`config.mk`:
```
export PLATFORM = sky130hd
export DESIGN_NAME = uartprobe_uart_rx
export DESIGN_NICKNAME = d
export VERILOG_FILES = /design/src/rtl/uartprobe_pkg.sv /design/src/rtl/uartprobe_sync2.sv /design/src/rtl/uartprobe_uart_rx.sv
export SDC_FILE = /design/constraint.sdc
export NUM_CORES = 1
export LEC_CHECK = 0
export ABC_AREA = 0
export CAP_MARGIN = 20
export CELL_PAD_IN_SITES_DETAIL_PLACEMENT = 1
export CELL_PAD_IN_SITES_GLOBAL_PLACEMENT = 1
export CORE_ASPECT_RATIO = 0.9
export CORE_MARGIN = 3
export CORE_UTILIZATION = 49
export CTS_CLUSTER_DIAMETER = 30
export CTS_CLUSTER_SIZE = 25
export DETAILED_ROUTE_END_ITERATION = 6
export DONT_BUFFER_PORTS = 1
export GPL_TIMING_DRIVEN = 0
export PLACE_DENSITY_LB_ADDON = 0.15
export SKIP_LAST_GASP = 1
export SYNTH_ARGS = -nofsm -noshare
export SYNTH_HDL_FRONTEND = slang
export SYNTH_SLANG_ARGS = --single-unit
export TNS_END_PERCENT = 10
```
`constraint.sdc`:
```
create_clock -name clk -period 2.7 [get_ports clk]
set_input_delay 0.54 -clock clk [delete_from_list [all_inputs] [get_ports clk]]
set_output_delay 0.54 -clock clk [all_outputs]
set_load 0.1 [all_outputs]
```
`src/rtl/uartprobe_pkg.sv`:
```
// uartprobe_pkg: shared FSM state encodings and default bit timing for the UART probe
package uartprobe_pkg;
  localparam int DEFAULT_CLKS_PER_BIT = 868;
  typedef enum logic [2:0] {ST_IDLE, ST_START, ST_DATA, ST_PARITY, ST_STOP} state_t;
endpackage

```
`src/rtl/uartprobe_sync2.sv`:
```
// uartprobe_sync2: two-flop synchronizer with parameterised reset value
module uartprobe_sync2 #(
  parameter logic RST_VAL = 1'b1
) (
  input  logic clk,
  input  logic areset,
  input  logic i_d,
  output logic o_q
);
  logic r_meta;
  always_ff @(posedge clk or posedge areset)
    if (areset) {o_q, r_meta} <= {2{RST_VAL}};
    else {o_q, r_meta} <= {r_meta, i_d};
endmodule

```
`src/rtl/uartprobe_uart_rx.sv`:
```
// uartprobe_uart_rx: 8-bit UART receiver with single-entry holding register and error pulses.
// Define UARTPROBE_RX_PARITY_EN to add an even-parity bit between data and stop.
module uartprobe_uart_rx
  import uartprobe_pkg::*;
#(
  parameter int CLKS_PER_BIT = DEFAULT_CLKS_PER_BIT
) (
  input  logic       clk,
  input  logic       areset,
  input  logic       uart_rx,
  input  logic       rx_ready,
  output logic       rx_valid,
  output logic [7:0] rx_data,
  output logic       framing_err,
  output logic       overrun_err,
  output logic       parity_err
);
  localparam int CW = $clog2(CLKS_PER_BIT);
  localparam logic [CW-1:0] HALF = CW'(CLKS_PER_BIT / 2);
  localparam logic [CW-1:0] LAST = CW'(CLKS_PER_BIT - 1);
  logic w_rx_s, r_rx_prev, w_mid, w_stop, w_good;
  state_t r_state;
  logic [CW-1:0] r_cnt;
  logic [2:0] r_bit;
  logic [7:0] r_shift;
  uartprobe_sync2 #(.RST_VAL(1'b1)) u_sync (.clk(clk), .areset(areset), .i_d(uart_rx), .o_q(w_rx_s));
  assign w_mid = r_cnt == LAST;
  assign w_stop = r_state == ST_STOP && w_mid;
`ifdef UARTPROBE_RX_PARITY_EN
  localparam state_t AFTER_DATA = ST_PARITY;
  logic r_par_bad;
  always_ff @(posedge clk or posedge areset)
    if (areset) begin
      r_par_bad <= 1'b0;
      parity_err <= 1'b0;
    end else begin
      if (r_state == ST_PARITY && w_mid) r_par_bad <= w_rx_s ^ (^r_shift);
      parity_err <= w_stop && r_par_bad;
    end
  assign w_good = w_stop && w_rx_s && !r_par_bad;
`else
  localparam state_t AFTER_DATA = ST_STOP;
  assign parity_err = 1'b0;
  assign w_good = w_stop && w_rx_s;
`endif
  always_ff @(posedge clk or posedge areset)
    if (areset) begin
      r_state <= ST_IDLE;
      r_cnt <= '0;
      r_bit <= '0;
      r_shift <= '0;
      r_rx_prev <= 1'b1;
      framing_err <= 1'b0;
    end else begin
      r_rx_prev <= w_rx_s;
      framing_err <= 1'b0;
      case (r_state)
        ST_IDLE: if (r_rx_prev && !w_rx_s) begin
          r_state <= ST_START;
          r_cnt <= '0;
        end
        // Mid-start check rejects short low glitches silently
        ST_START: if (r_cnt == HALF) begin
          r_state <= w_rx_s ? ST_IDLE : ST_DATA;
          r_cnt <= '0;
          r_bit <= '0;
        end else r_cnt <= r_cnt + 1'b1;
        ST_DATA: if (w_mid) begin
          r_cnt <= '0;
          r_shift <= {w_rx_s, r_shift[7:1]};
          r_bit <= r_bit + 3'd1;
          if (r_bit == 3'd7) r_state <= AFTER_DATA;
        end else r_cnt <= r_cnt + 1'b1;
`ifdef UARTPROBE_RX_PARITY_EN
        ST_PARITY: if (w_mid) begin
          r_cnt <= '0;
          r_state <= ST_STOP;
        end else r_cnt <= r_cnt + 1'b1;
`endif
        ST_STOP: if (w_mid) begin
          r_cnt <= '0;
          r_state <= ST_IDLE;
          framing_err <= !w_rx_s;
        end else r_cnt <= r_cnt + 1'b1;
        default: r_state <= ST_IDLE;
      endcase
    end
  // A pop in the same cycle frees the slot, so the new byte loads without overrun
  always_ff @(posedge clk or posedge areset)
    if (areset) begin
      rx_valid <= 1'b0;
      rx_data <= 8'h00;
      overrun_err <= 1'b0;
    end else begin
      overrun_err <= w_good && rx_valid && !rx_ready;
      if (w_good && (!rx_valid || rx_ready)) begin
        rx_valid <= 1'b1;
        rx_data <= r_shift;
      end else if (rx_valid && rx_ready) rx_valid <= 1'b0;
    end
endmodule

```
After elaboration in Yosys (flattened, before gate mapping)
Index checks and enable logic that the tools add are counted.
{ "word_totals": {"ff_bits": 38, "elab_cells": 62} }
{ "classes": {"n_mux": 18, "n_addsub": 2, "eq_ne": 11, "n_reduce_logical": 20} }
{ "ops": {"columns": ["operator", "count"], "rows": [
  ["$mux 10", 3],
  ["$pmux 10 s3", 1],
  ["$mux 3", 7],
  ["$pmux 3 s4", 1],
  ["$add 10x1->10 const B", 1],
  ["$eq 10x10->1 const B", 1],
  ["$eq 10x9->1 const B", 1],
  ["$ne 2x2->1 const B", 5],
  ["$logic_and 1x1->1", 7],
  ["$eq 3x3->1 const B", 2],
  ["$pmux 3 s2", 1],
  ["$reduce_and 5->1", 1],
  ["$mux 1", 4],
  ["$reduce_and 2->1", 2],
  ["$reduce_bool 2->1", 2],
  ["$add 3x1->3 const B", 1],
  ["$eq 3x1->1 const B", 1],
  ["$eq 3x2->1 const B", 1],
  ["$logic_not 1->1", 3],
  ["$logic_not 3->1", 1],
  ["$reduce_and 3->1", 1],
  ["$reduce_bool 3->1", 1],
  ["$mux 2", 1],
  ["$reduce_or 2->1", 1],
  ["$logic_or 1x1->1", 1]
]} }

Depth between registers and ports, before layout
Gate-level depths: netlist (run 1).
{ "logic_depth": {"depth_word": 5, "ltp_mapped": 7, "mapped_depth_nobuf": 7} }

Cells and area by module
Synthesis (run 1) repeated with hierarchy kept, for this count alone.
{ "hier_totals": {"cells_unflattened": 166, "area_unflattened_um2": 1795.5} }
{ "modules_own_cells": {"columns": ["mod", "n_inst", "area_each_um2", "cells_per_inst", "seq_area_each_um2"], "rows": [
  ["uartprobe_uart_rx", 1, 1739.2, 163, 902.1],
  ["uartprobe_sync2", 1, 56.3, 3, 52.6]
]} }

Least setup slack after synthesis (run 1)
No wires, ideal clock.
{ "synth_path": {"path_kind": "register -> register", "from": "reg r_cnt[2]", "to": "reg rx_data[0]", "slack_ns": 0.443, "path_stages_with_launch": 6, "arrival_time_ns": 2.132, "period_less_slack_ns": 2.257, "path_cell_list": "dfrtp_1 -> or3b_1 -> or4b_1 -> buf_2 -> nor3b_4 -> mux2_2"} }
{ "synth_via": {"elab_chain_cells": 4} }
{ "synth_rtl": {"columns": ["item", "line_no", "source"], "rows": [
  ["from (decl)", "uartprobe_uart_rx.sv:23", "logic [CW-1:0] r_cnt;"],
  ["from (signal assigned)", "uartprobe_uart_rx.sv:67", "end else r_cnt <= r_cnt + 1'b1;"],
  ["from (signal assigned)", "uartprobe_uart_rx.sv:73", "end else r_cnt <= r_cnt + 1'b1;"],
  ["from (signal assigned)", "uartprobe_uart_rx.sv:84", "end else r_cnt <= r_cnt + 1'b1;"],
  ["$eq 10x10->1", "uartprobe_uart_rx.sv:27", "assign w_mid = r_cnt == LAST;"],
  ["$logic_and 1x1->1", "uartprobe_uart_rx.sv:28", "assign w_stop = r_state == ST_STOP && w_mid;"],
  ["$logic_and 1x1->1", "uartprobe_uart_rx.sv:44", "assign w_good = w_stop && w_rx_s;"],
  ["$logic_and 1x1->1", "uartprobe_uart_rx.sv:96", "if (w_good && (!rx_valid || rx_ready)) begin"],
  ["to (signal assigned)", "uartprobe_uart_rx.sv:98", "rx_data <= r_shift;"],
  ["to (decl)", "uartprobe_uart_rx.sv:13", "output logic [7:0] rx_data,"]
]} }
No other way between the ends.
A chain may end at the register's enable or synchronous reset.

Final worst setup path (run 1)
{ "layout_path": {"from": "reg r_cnt[2]", "to": "reg rx_data[1]"} }
Same word-level chain as after synthesis.

==> reports/results.tsv, run 1 <==
stage	metric	value	unit
logic_synthesis	synth_top_cell_by_area	dfrtp_1	
status	status	finished clean	
logic_synthesis	synthTopCellsByArea	dfrtp_1, mux2_2, dfstp_2, ha_1, a21oi_1	
timing	report.final.slew_viol_count	0	
placed_design	hpwlAfterDp	2680	um
routing	first_pass_iters	4	
cts	cts_root_buf	clkbuf_8	
timing	fin_hold_ws	0.103	ns
timing	fin_tns_setup	0	ns
pwr	swShare	33.5	%
cells_and_area	area_growth	11.3	%
worst_setup_path	cp-end-kind	flop	
routing	ant_nets	0	
min_path	hold_class	input port to async pin	
logic_synthesis	synth_cell_types	40	
timing	relSlewSlack	39.6	%
timing	period_share	91.9	%
logic_synthesis	synth_area	1750	sq um
timing	period_minus_slack	2.48	ns
floorplanning	die_h	62.7	um
routing	post-route-drc-count	0	
global_route	grt_usage	17.9	%
worst_setup_path	path_class	flop to flop	
worst_setup_path	arrival	2.65	ns
global_route	grt_pass1_vias	1231	
cells_and_area	diodes	0	
pwr	power.switching	0.000466	W
cells_and_area	final_common_cell	dfrtp_1	
floorplanning	start_util	54.2	%
logic_synthesis	ys_ff_latch	38	
logic_synthesis	synth-edff-count	0	
cells_and_area	fill_cells	371	
cts	cts_tree	built	
cells_and_area	nets	170	
timing	rsz0062_at_grt	false	
floorplanning	core.rowCount	19	
timing	final-hold-violation-count	0	
pwr	seq_power_share	47.4	%
pwr	p_comb_share	24.0	%
worst_setup_path	cp-start-kind	flop	
timing	finalClockSkew	0.00948	ns
pwr	clkPwrFrac	28.6	%
pwr	p_leak	0.885	nW
cts	cts_sinks	38	
cts	clock_path_buffers	2	
global_route	overflow	0	
cts	postCtsSetupBuffers	0	
logic_synthesis	synth_ff_type	dfrtp_1	
pwr	p_total	0.00139	W
logic_synthesis	synth.top_cell.area_share	50.0	%
logic_synthesis	syn-num-nets	161	
placed_design	gp_congestion	0.842	
routing	first_iter_violations	33	
global_route	antenna_found_initial	0	
global_route	grt_max_degree	18	
logic_synthesis	avgSynthCellArea	11.5	sq um
cts	clkLatencyLatePin	0.29	ns
pwr	internal-power	0.000925	W
floorplanning	io_pins	16	
cts	htreeDepth	2	
global_route	grt_pass1_wl	6030	um
timing	clock.fmax	403	MHz
flow_run	maxCapViolCount	0	
routing	drt_wl_total	3480	um
cts	clk_pin_slew_worst_paths	0.07	ns
pwr	cellPowerDensity	713	nW/um^2
pwr	peakVddDrop	0.571	mV
worst_setup_path	critPathRequiredTime	2.87	ns
cells_and_area	drive_gt1_share	20.2	%
worst_setup_path	r2r-start	r_cnt[2]	
placed_design	io_buffers	0	
logic_synthesis	synth-seq-area-share	54.5	%
floorplanning	die-width	69.0	um
cts	cts-buffers-inserted	5	
timing	tightest_slew	0.907	ns
floorplanning	dieArea	4330	sq um
routing	dr_total_vias	1187	
cts	post_cts_resized	0	
logic_synthesis	synthArstFlopShare	100	%
worst_setup_path	timing.critical_path.fanout_max	8	
timing	setup_viol	0	
cells_and_area	layout_common_cells	dfrtp_1, mux2_2, nand2_1	
floorplanning	core-area	3230	sq um
logic_synthesis	synthCells	153	
cts	cts_hold_buf	0	
routing	vias_per_cell	5.79	
routing	wl_per_cell	17.0	um
worst_setup_path	startpoint	r_cnt[2]	
logic_synthesis	yosysWarnings	0	
-- final cells by class --
cell class,count,area [sq um],area share (%)
flip-flops and latches,38,955,48.9
multi-input cells,102,743,38.1
clock buffers,7,86.3,4.42
repair buffers,2,55.1,2.82
well taps,42,52.6,2.69
plain buffers,6,28.8,1.47
inverters,7,26.3,1.35
clock inverters,1,5.00,0.256
-- stage by stage --
step / util [%] / cell area, sq um / setup slack [ns] / cells
after floorplan: - / 1750 / 0.443 / 153
after global placement: 55.8 / 1810 / 0.271 / 195
after detailed placement: 57.5 / 1860 / 0.230 / 197
after CTS: 60.4 / 1950 / 0.218 / 205
after global routing: 60.4 / 1950 / 0.118 / 205
final: 60.4 / 1950 / 0.219 / 205
-- final timing paths --
kind,endpoint,slack (ns),cells after the start
setup / recovery,rx_data[1],0.22,5
hold / removal,r_cnt[3],0.10,1
setup reg to reg,rx_data[1],0.22,5
hold reg to reg,u_sync.o_q,0.38,0
max in group asynchronous,u_sync.o_q,1.95,3
min in group clk,u_sync.r_meta,0.24,0
-- worst max-delay path, cell delays in order (launching register included) --
cell,delay [ns]
dfrtp_1,0.44
or3b_1,0.42
or4b_1,0.50
buf_2,0.17
nor3b_4,0.44
mux2_2,0.39
-- state kept, by name (all words and copies together), names as in the netlist --
register	flops
u_sync.r_meta	1
overrun_err	1
r_bit	3
r_cnt	10
rx_valid	1
rx_data	8
framing_err	1
r_rx_prev	1
r_shift	8
u_sync.o_q	1
r_state	3
-- per-layer routing --
metal / GRT usage (%) / up-vias / share of wire [%]
li1: - / 568 / -
met1: 22.6 / 598 / 47
met2: 28.9 / 16 / 49
met3: 4.82 / 5 / 3.4
met4: 7.32 / 0 / 1.4
met5: 0 / - / 0
-- cells in the mapped netlist, types with 2 or more instances --
| library cell | instances |
|---|---|
| nand2_1 | 10 |
| dfstp_2 | 3 |
| dfrtp_1 | 35 |
| clkbuf_1 | 3 |
| a31oi_1 | 3 |
| ha_1 | 4 |
| o22ai_1 | 2 |
| o21ai_0 | 9 |
| nand2b_1 | 5 |
| nor2_1 | 5 |
| nor3b_1 | 2 |
| inv_1 | 7 |
| xnor2_1 | 2 |
| buf_2 | 2 |
| a21oi_1 | 9 |
| mux2_2 | 16 |
| nor3_1 | 9 |
| nand3_1 | 4 |
| mux2i_1 | 2 |
-- power groups by stage --
stage	Clock, W	Sequential [W]	Combinational (W)
floorplan	0	0.000656	0.000246
global placement	0	0.000665	0.000304
detailed placement	0	0.000669	0.000333
CTS	0.000412	0.000659	0.000334
global route	0.000439	0.000670	0.000376
finish	0.000398	0.000659	0.000334
-- kinds of logic (layout without fill, tap and decap cells) --
group                      count (synthesis)  after routing  synth area share (%)
other                                      1              1                 0.214
adders and majority gates                  4              4                  2.86
AOI/OAI and AO/OA                         32             32                  11.4
buffers and inverters                     13             23                  3.14
DFF                                       38             38                  54.5
and+or+nand+nor                           45             45                  15.5
xor gates and xnor gates                   2              2                 0.999
muxes                                     18             18                  11.4
(Power assumes the default switching activity.)
==> inputs of run 2 (changes only) <==
--- a/config.mk
+++ b/config.mk
@@ -18,6 +18,7 @@
 export DONT_BUFFER_PORTS = 1
 export GPL_TIMING_DRIVEN = 0
 export PLACE_DENSITY_LB_ADDON = 0.15
+export REMOVE_ABC_BUFFERS = 1
 export SKIP_LAST_GASP = 1
 export SYNTH_ARGS = -nofsm -noshare
 export SYNTH_HDL_FRONTEND = slang
==> reports/results.tsv, run 2 (synthesis gave the netlist of run 1 again) <==
stage	metric	value	unit
routing	first_pass_iters	4	
status	status	finished clean	
placed_design	dp_slack	-0.0573	ns
routing	vias_per_cell	5.78	
cells_and_area	multi_input_area	749	sq um
cells_and_area	layout_common_cells	dfrtp_1, mux2_2, nand2_1	
pwr	peakVddDrop	0.488	mV
cts	cts_tree	built	
cells_and_area	nets	164	
timing	relSlewSlack	39.4	%
placed_design	hpwlAfterDp	2590	um
floorplanning	core-area	3230	sq um
routing	ant_nets	0	
timing	period_minus_slack	2.65	ns
cells_and_area	diodes	0	
cells_and_area	drive_gt1_share	19.7	%
global_route	grt_pass1_wl	6400	um
timing	finalClockSkew	0.00420	ns
cells_and_area	final_area	1950	sq um
timing	rsz0062_at_grt	true	
placed_design	io_buffers	0	
routing	drt_wl_total	3690	um
floorplanning	die_h	62.7	um
pwr	cellPowerDensity	765	nW/um^2
cells_and_area	fill_cells	343	
cells_and_area	regArea	955	sq um
cells_and_area	area_growth	11.1	%
placed_design	place_inst	190	
cells_and_area	largest_reg_flops	10	
cts	htreeDepth	2	
cts	cts_root_buf	clkbuf_8	
cts	cts-buffers-inserted	5	
routing	post-route-drc-count	0	
cells_and_area	largest-register	r_cnt	
timing	clock.fmax	378	MHz
min_path	hold_class	input port to async pin	
flow_run	maxCapViolCount	0	
cells_and_area	reg_top3	r_cnt x10, r_shift x8, rx_data x8	
worst_setup_path	timing.critical_path.fanout_max	13	
cts	clk_pin_slew_worst_paths	0.07	ns
worst_setup_path	arrival	2.81	ns
worst_setup_path	cp_slowest_stage_delay	0.86	ns
worst_setup_path	cp_top_family	simple AND/OR/NAND/NOR gates	
placed_design	gp_congestion	0.758	
worst_setup_path	cp_num_buf_inv	1	
floorplanning	die-width	69.0	um
floorplanning	start_util	54.2	%
worst_setup_path	path_class	flop to flop	
floorplanning	io_pins	16	
worst_setup_path	cp-start-kind	flop	
cells_and_area	final_common_cell	dfrtp_1	
placed_design	place_area	1800	sq um
floorplanning	core.rowCount	19	
worst_setup_path	cp-end-kind	flop	
cts	cts_hold_buf	0	
cells_and_area	layoutNonFillerInstCount	199	
worst_setup_path	critical-path-slowest-cell	or4b_1	
timing	tightest_slew	0.909	ns
pwr	p_leak	0.878	nW
timing	finalWorstSetupSlack	0.0520	ns
routing	dr_total_vias	1150	
timing	report.final.slew_viol_count	0	
timing	period_share	98.1	%
global_route	grt_pass1_vias	1293	
timing	fin_tns_setup	0	ns
cts	clkLatencyLatePin	0.28	ns
floorplanning	dieArea	4330	sq um
timing	final-hold-violation-count	0	
timing	fin_hold_ws	0.228	ns
cts	clock_path_buffers	2	
global_route	overflow	0	
global_route	grt_usage	19.0	%
global_route	grt_max_degree	26	
cts	cts_sinks	38	
global_route	antenna_found_initial	0	
timing	setup_viol	0	
routing	first_iter_violations	91	
worst_setup_path	path_cells	or3b_1 -> or4b_1 -> nor3b_4 -> buf_12 -> mux2_2	
worst_setup_path	critPathRequiredTime	2.86	ns
routing	wl_per_cell	18.5	um
-- run 2: per-stage QoR --
stage | utilization (%) | power (W)
after floorplan | - | 0.000893
after global placement | 55.0 | 0.000961
after detailed placement | 55.8 | 0.000995
after CTS | 60.0 | 0.00150
after global routing | 60.2 | 0.00159
final | 60.2 | 0.00149
-- run 2: repair_timing --
action                     in CTS  in global routing
hold endpoints to repair        0                  0
pin swaps                       1                  0
resized for setup               0                  1
buffers inserted                1                  0
setup endpoints to repair       9                  8
cloned                          0                  0
-- run 2: metal layers --
layer  global-route usage [%]  part of all wire (%)  routed length [um]  vias up
met5                        0                     0                   0        -
met4                     4.88                  0.33                  12        0
li1                         -                     -                   -      556
met3                     6.27                   3.2                 118        2
met2                     32.3                    53                1940       16
met1                     23.2                    44                1610      576
-- run 2: final timing paths --
check	from	to	slack, ns	depth (start not counted)
setup / recovery	r_cnt[2]	rx_data[6]	0.05	5
hold / removal	areset	r_cnt[5]	0.23	1
setup reg to reg	r_cnt[2]	rx_data[6]	0.05	5
hold reg to reg	u_sync.r_meta	u_sync.o_q	0.36	0
max in group asynchronous	areset	r_rx_prev	1.85	2
min in group clk	uart_rx	u_sync.r_meta	0.25	0
-- run 2: final cells by class --
type	instances	area share, %
flip-flops and latches	38	49.0
clock inverters	1	1.54
clock buffers	7	4.43
well taps	42	2.70
multi-input cells	102	38.5
inverters	7	1.35
repair buffers	2	2.44
-- run 2: power by group --
part | total [W] | internal, W | switching [W]
combinational | 0.000328 | 0.000104 | 0.000225
sequential | 0.000675 | 0.000611 | 0.0000638
clock | 0.000486 | 0.000301 | 0.000185
